`config.mk`:
```
export PLATFORM = sky130hd
export DESIGN_NAME = input_frontend
export DESIGN_NICKNAME = d
export VERILOG_FILES = /design/src/rtl/input_frontend.sv
export SDC_FILE = /design/constraint.sdc
export NUM_CORES = 1
export LEC_CHECK = 0
export BUFFER_PORTS_ARGS = -buffer_cell sky130_fd_sc_hd__buf_2
export CORE_AREA = 8 8 197 152
export DETAILED_ROUTE_END_ITERATION = 7
export DIE_AREA = 0 0 205 160
export PLACE_DENSITY = 0.86
export SYNTH_ARGS = -nofsm -noshare
export SYNTH_HDL_FRONTEND = slang
export SYNTH_SLANG_ARGS = --single-unit
```
`constraint.sdc`:
```
create_clock -name clk -period 2.4 [get_ports clk]
set_clock_uncertainty 0.15 [all_clocks]
set_input_delay 0.36 -clock clk [delete_from_list [all_inputs] [get_ports clk]]
set_output_delay 0.36 -clock clk [all_outputs]
set_load 0.01 [all_outputs]
```
`src/rtl/input_frontend.sv`:
```
// Input-conditioning front end: synchronises and debounces push buttons and a
// switch bank, generates per-button edge events, sticky flags and a latched data word.
module input_frontend #(
  parameter int NUM_PB        = 4,
  parameter int DIN_WIDTH     = 8,
  parameter int CLK_PERIOD_NS = 20,
  parameter int DEBOUNCE_NS   = 30_000_000,
  parameter int LATCH_PB      = 3,
  parameter bit PB_ACTIVE_LOW = 1'b1
) (
  input  logic                   clk,
  input  logic                   resetn,
  input  logic [NUM_PB-1:0]      pb_raw,
  input  logic [DIN_WIDTH-1:0]   sw_raw,
  input  logic [2*NUM_PB-1:0]    edge_mode,
  input  logic [NUM_PB-1:0]      sticky_clr,
  input  logic                   din_ack,
  output logic [NUM_PB-1:0]      pb_level,
  output logic [NUM_PB-1:0]      pb_pulse,
  output logic [NUM_PB-1:0]      pb_sticky,
  output logic [DIN_WIDTH-1:0]   din_latched,
  output logic                   din_valid,
  output logic                   din_overrun
);

  localparam int DEB_CNT = DEBOUNCE_NS / CLK_PERIOD_NS;
  localparam int CW      = $clog2(DEB_CNT + 1);
  localparam int NB      = NUM_PB + DIN_WIDTH;

  // Buttons and switches share one debounce path; the button bits carry the
  // raw idle level so the synchronisers come out of reset looking "not pressed".
  localparam logic [NB-1:0] RAW_IDLE = {{DIN_WIDTH{1'b0}}, {NUM_PB{PB_ACTIVE_LOW}}};

  logic [NB-1:0]     sync1;
  logic [NB-1:0]     sync2;
  logic [NB-1:0]     cond;
  logic [NB-1:0]     stable;
  logic [CW-1:0]     cnt [NB];

  logic [NUM_PB-1:0]    level_q;
  logic [NUM_PB-1:0]    press;
  logic [NUM_PB-1:0]    release_ev;
  logic [NUM_PB-1:0]    pulse_next;
  logic [DIN_WIDTH-1:0] sw_stable;
  logic                 latch;

  assign cond      = sync2 ^ RAW_IDLE;
  assign pb_level  = stable[NUM_PB-1:0];
  assign sw_stable = stable[NB-1:NUM_PB];

  always_ff @(posedge clk or negedge resetn) begin
    if (!resetn) begin
      sync1 <= RAW_IDLE;
      sync2 <= RAW_IDLE;
    end else begin
      sync1 <= {sw_raw, pb_raw};
      sync2 <= sync1;
    end
  end

  // Counter tracks consecutive cycles of disagreement; the last count commits.
  always_ff @(posedge clk or negedge resetn) begin
    if (!resetn) begin
      stable <= '0;
      for (int i = 0; i < NB; i++) cnt[i] <= '0;
    end else begin
      for (int i = 0; i < NB; i++) begin
        if (cond[i] == stable[i]) begin
          cnt[i] <= '0;
        end else if (cnt[i] == CW'(DEB_CNT - 1)) begin
          stable[i] <= cond[i];
          cnt[i]    <= '0;
        end else begin
          cnt[i] <= cnt[i] + 1'b1;
        end
      end
    end
  end

  always_comb begin
    press      = pb_level & ~level_q;
    release_ev = ~pb_level & level_q;
    pulse_next = '0;
    for (int i = 0; i < NUM_PB; i++) begin
      pulse_next[i] = (press[i] & edge_mode[2*i]) | (release_ev[i] & edge_mode[2*i+1]);
    end
  end

  assign latch = press[LATCH_PB];

  always_ff @(posedge clk or negedge resetn) begin
    if (!resetn) begin
      level_q   <= '0;
      pb_pulse  <= '0;
      pb_sticky <= '0;
    end else begin
      level_q   <= pb_level;
      pb_pulse  <= pulse_next;
      pb_sticky <= (pb_sticky & ~sticky_clr) | pb_pulse;
    end
  end

  always_ff @(posedge clk or negedge resetn) begin
    if (!resetn) begin
      din_latched <= '0;
      din_valid   <= 1'b0;
      din_overrun <= 1'b0;
    end else if (latch) begin
      din_latched <= sw_stable;
      din_valid   <= 1'b1;
      din_overrun <= din_valid & ~din_ack;
    end else if (din_ack && din_valid) begin
      din_valid   <= 1'b0;
      din_overrun <= 1'b0;
    end
  end

endmodule

```
==> results by group <==
Synth
  – Mapped Avg Cell Area: roughly 9.9 um2
  – Post-synth ARST share: 1.00
  – Post-Syn Nets: between 1,500 and 2,000
  – Number of flops mapped to enable cells by yosys: 0
  – Seq/Total Area, Yosys: 0.525
  – Synthesized flop and latch total: 310
  – Synth Flop Type: dfrtp_1
  – Synth unique cells: 51
  – Syn Inst Count: 1,492
  – Post-synthesis cell area: 14,800 um2
  – YS warnings: 0

Route
  – First-pass detailed-route iteration total: 5
  – Detailed router's first-iteration violation count: 842
  – WL final: 30,700 um
  – Via count: 11,500
  – Via density per instance: between 5 and 6
  – Avg WL per Cell: 15.6 um
  – DR DRC count: 0
  – DRT antenna net count: 0

Clock tree
  – CTS Buf Count: 30
  – Clock tree buffer depth: 3
  – Root Buffer: clkbuf_16
  – Clock Sinks: 310
  – H-tree Lvls: 1
  – TritonCTS clock tree: done
  – Clock Latency Late Sink: 0.57 ns
  – CTS clk-pin slew, worst paths: 0.06 ns

Floorplan
  – Die area: between 30,000 and 40,000 um2
  – Starting Density: 0.555
  – Core Area: 26,700 um2
  – Row count: 52
  – Die H: approximately 160 um
  – Top-level I/O count: 49
  – Die Wd: 205 um

Placement
  – DP Wirelength: 20,400 um
  – Inst Count DP: around 1,900
  – Routability cong.: 0.847
  – IO buf count: 48
  – Placed cell areas: 15,600 um2

STA
  – Post-Route Setup TNS: 0 ns
  – Worst hold slack: 0.0445 ns
  – RSZ-0062 raised after global routing: false
  – Fin. Hold Viols: 0
  – Final Max Slew Viols: 0
  – Tmin final: between 2 and 2.5 ns
  – F_max: between 0.4 and 0.5 GHz
  – Worst slew pin tran: 0.569 ns
  – Relative slew slack: 0.621
  – Fin crit share: 0.964
  – Setup violators final: 0

Pwr
  – Sw frac: 0.216
  – VDD IR max: 0.630 mV
  – Internal power: 8370 uW
  – Power per standard cell area: between 600 and 700 nW/um2
  – Clock Power Share: 0.461
  – NetSw: between 2000 and 2500 uW
  – Power share of the combinational group: 0.035
  – Sequential share of power: 0.504
  – Leakage: 0.00686 uW

GRT
  – Largest net degree at the start of global routing: 74
  – Total gr overflow: 0
  – First-pass GRT wire length: ~54,000 um
  – Gr usage total: 0.188
  – Vias in the first global route: approximately 11,000
  – Antenna violations before repair: 0

Critical path
  – Critical path fanouts, max: 5
  – WS Path Type: register to register
  – Worst path arrival time: 2.65 ns
  – Element type at the critical path end: register
  – FF-to-FF End: cnt[41]$_DFF_PN0_
  – R2R Setup Slk: ~0.086 ns
  – WP data required: 2.74 ns
  – Startpoint Class: register
  – Worst-case reg-to-reg path depth: 5
  – Reg2Reg Launch Point: cnt[21]$_DFF_PN0_

Outcome
  – Run status: finished, final reports clean

Final layout
  – Design area: 16,900 um2
  – Layout cells sized above 1: 0.115
  – Antenna fix cells: 0
  – Final Non-Filler Cells: a little under 2,000
  – Synthesis-to-layout area growth: 14.3%
  – Fin util: 0.634
  – Fillers: roughly 2,100
  – Final nets: 1,628

Min path
  – Min-delay src: edge_mode[4]
  – Worst Hold Class: primary input to register
  – Hold depth: 3
  – Hold worst-path end: pb_pulse[2]$_DFF_PN0_

Run
  – Number of max-cap violations: 0
-- power by group through the flow --
stage,clock network (uW),logic [uW],registers [uW]
2_1_floorplan,0,168,5450
3_3_place_gp,0,342,5460
4_1_cts,5050,386,5370
3_5_place_dp,0,357,5470
6_report,4920,378,5380
5_1_grt,5270,438,5380
-- cells by family after synthesis --
logic type,synth area share
buffers and inverters,0.0327
multiplexers,0.0156
flip-flops,0.525
adder cells (fa/ha/maj),0.0101
XOR/XNOR,0.0918
AO/OA/AOI/OAI,0.0789
AND/OR/NAND/NOR,0.246
-- synth_stat cells (all sizes together), types with 26 or more instances --
cell type / count / area share
a21oi: 85 / 0.029
clkbuf: 26 / 0.0068
dfrtp: 302 / 0.51
inv: 74 / 0.019
nand2: 80 / 0.020
nand3: 93 / 0.031
nand4: 55 / 0.025
nor2: 202 / 0.051
nor3: 35 / 0.012
nor4: 39 / 0.016
o21ai: 50 / 0.017
o31ai: 39 / 0.021
or3: 42 / 0.018
or4: 51 / 0.026
xnor2: 120 / 0.071
xor2: 35 / 0.021
-- state kept, by name, summed over array words and instances (netlist names), 4 cells and up --
signal,flops
cnt,252
sync2,12
sync1,12
din_latched,8
pb_pulse,4
level_q,4
pb_sticky,4
stable,12
-- per-layer routing --
| layer | vias up | wire, um | GRT usage |
|---|---|---|---|
| met3 | 41 | 1350 | 0.0313 |
| met1 | 5705 | 14200 | 0.263 |
| met2 | 249 | 14700 | 0.304 |
| met5 | - | 0 | 0 |
| met4 | 0 | 482 | 0.0422 |
| li1 | 5491 | - | - |
-- metrics by stage --
stage / total power, uW / worst slack [ns]
2_1_floorplan: 5620 / 0.0618
3_3_place_gp: 5800 / 0.152
3_5_place_dp: 5830 / 0.0577
4_1_cts: 10800 / 0.0635
5_1_grt: 11100 / 0.00199
6_report: 10700 / 0.0860
-- repair_timing --
action / CTS / global route
setup endpoints to repair: 0 / 10
setup buffers: 0 / 3
hold buffers: 24 / 0
hold endpoints to repair: 85 / 0
resized for setup: 0 / 4
-- placed cells by master (no fill, tap or decap), drive strengths merged, types with 18 or more instances in the layout --
cell type    instances
dfrtp              302
nor2               202
xnor2              120
nand3               93
a21oi               85
buf                 85
nand2               80
inv                 74
nand4               55
or4                 51
o21ai               50
or3                 42
clkbuf              42
nor4                39
o31ai               39
nor3                35
xor2                35
dlygate4sd3         24
and3                18
-- final cells by class --
type | count | area (um2) | area share
Clock inverter | 12 | 171 | 0.0101
Timing Repair Buffer | 109 | 818 | 0.0484
Tap cell | 351 | 439 | 0.0260
Multi-Input combinational cell | 1064 | 6570 | 0.388
Inverter | 74 | 278 | 0.0164
Sequential cell | 310 | 7770 | 0.459
Clock buffer | 42 | 866 | 0.0512
-- worst max path at each step --
stage / start / endpoint / slack [ns] / depth (start not counted)
after floorplan: cnt[21]$_DFF_PN0_ / cnt[33]$_DFF_PN0_ / 0.06 / 6
after global placement: cnt[210]$_DFF_PN0_ / cnt[230]$_DFF_PN0_ / 0.15 / 5
after detailed placement: cnt[210]$_DFF_PN0_ / cnt[230]$_DFF_PN0_ / 0.06 / 5
after CTS: cnt[210]$_DFF_PN0_ / cnt[230]$_DFF_PN0_ / 0.06 / 5
after global routing: cnt[147]$_DFF_PN0_ / cnt[167]$_DFF_PN0_ / 0.002 / 5
final: cnt[21]$_DFF_PN0_ / cnt[41]$_DFF_PN0_ / 0.09 / 5
-- critical path: stages (launching register included) --
cell	delay, ns
dfrtp_1	0.40
ha_1	0.24
nand4_2	0.15
or3_1	0.50
or4b_2	0.64
a21oi_1	0.17
No activity file was read; power rests on OpenSTA's default activity.
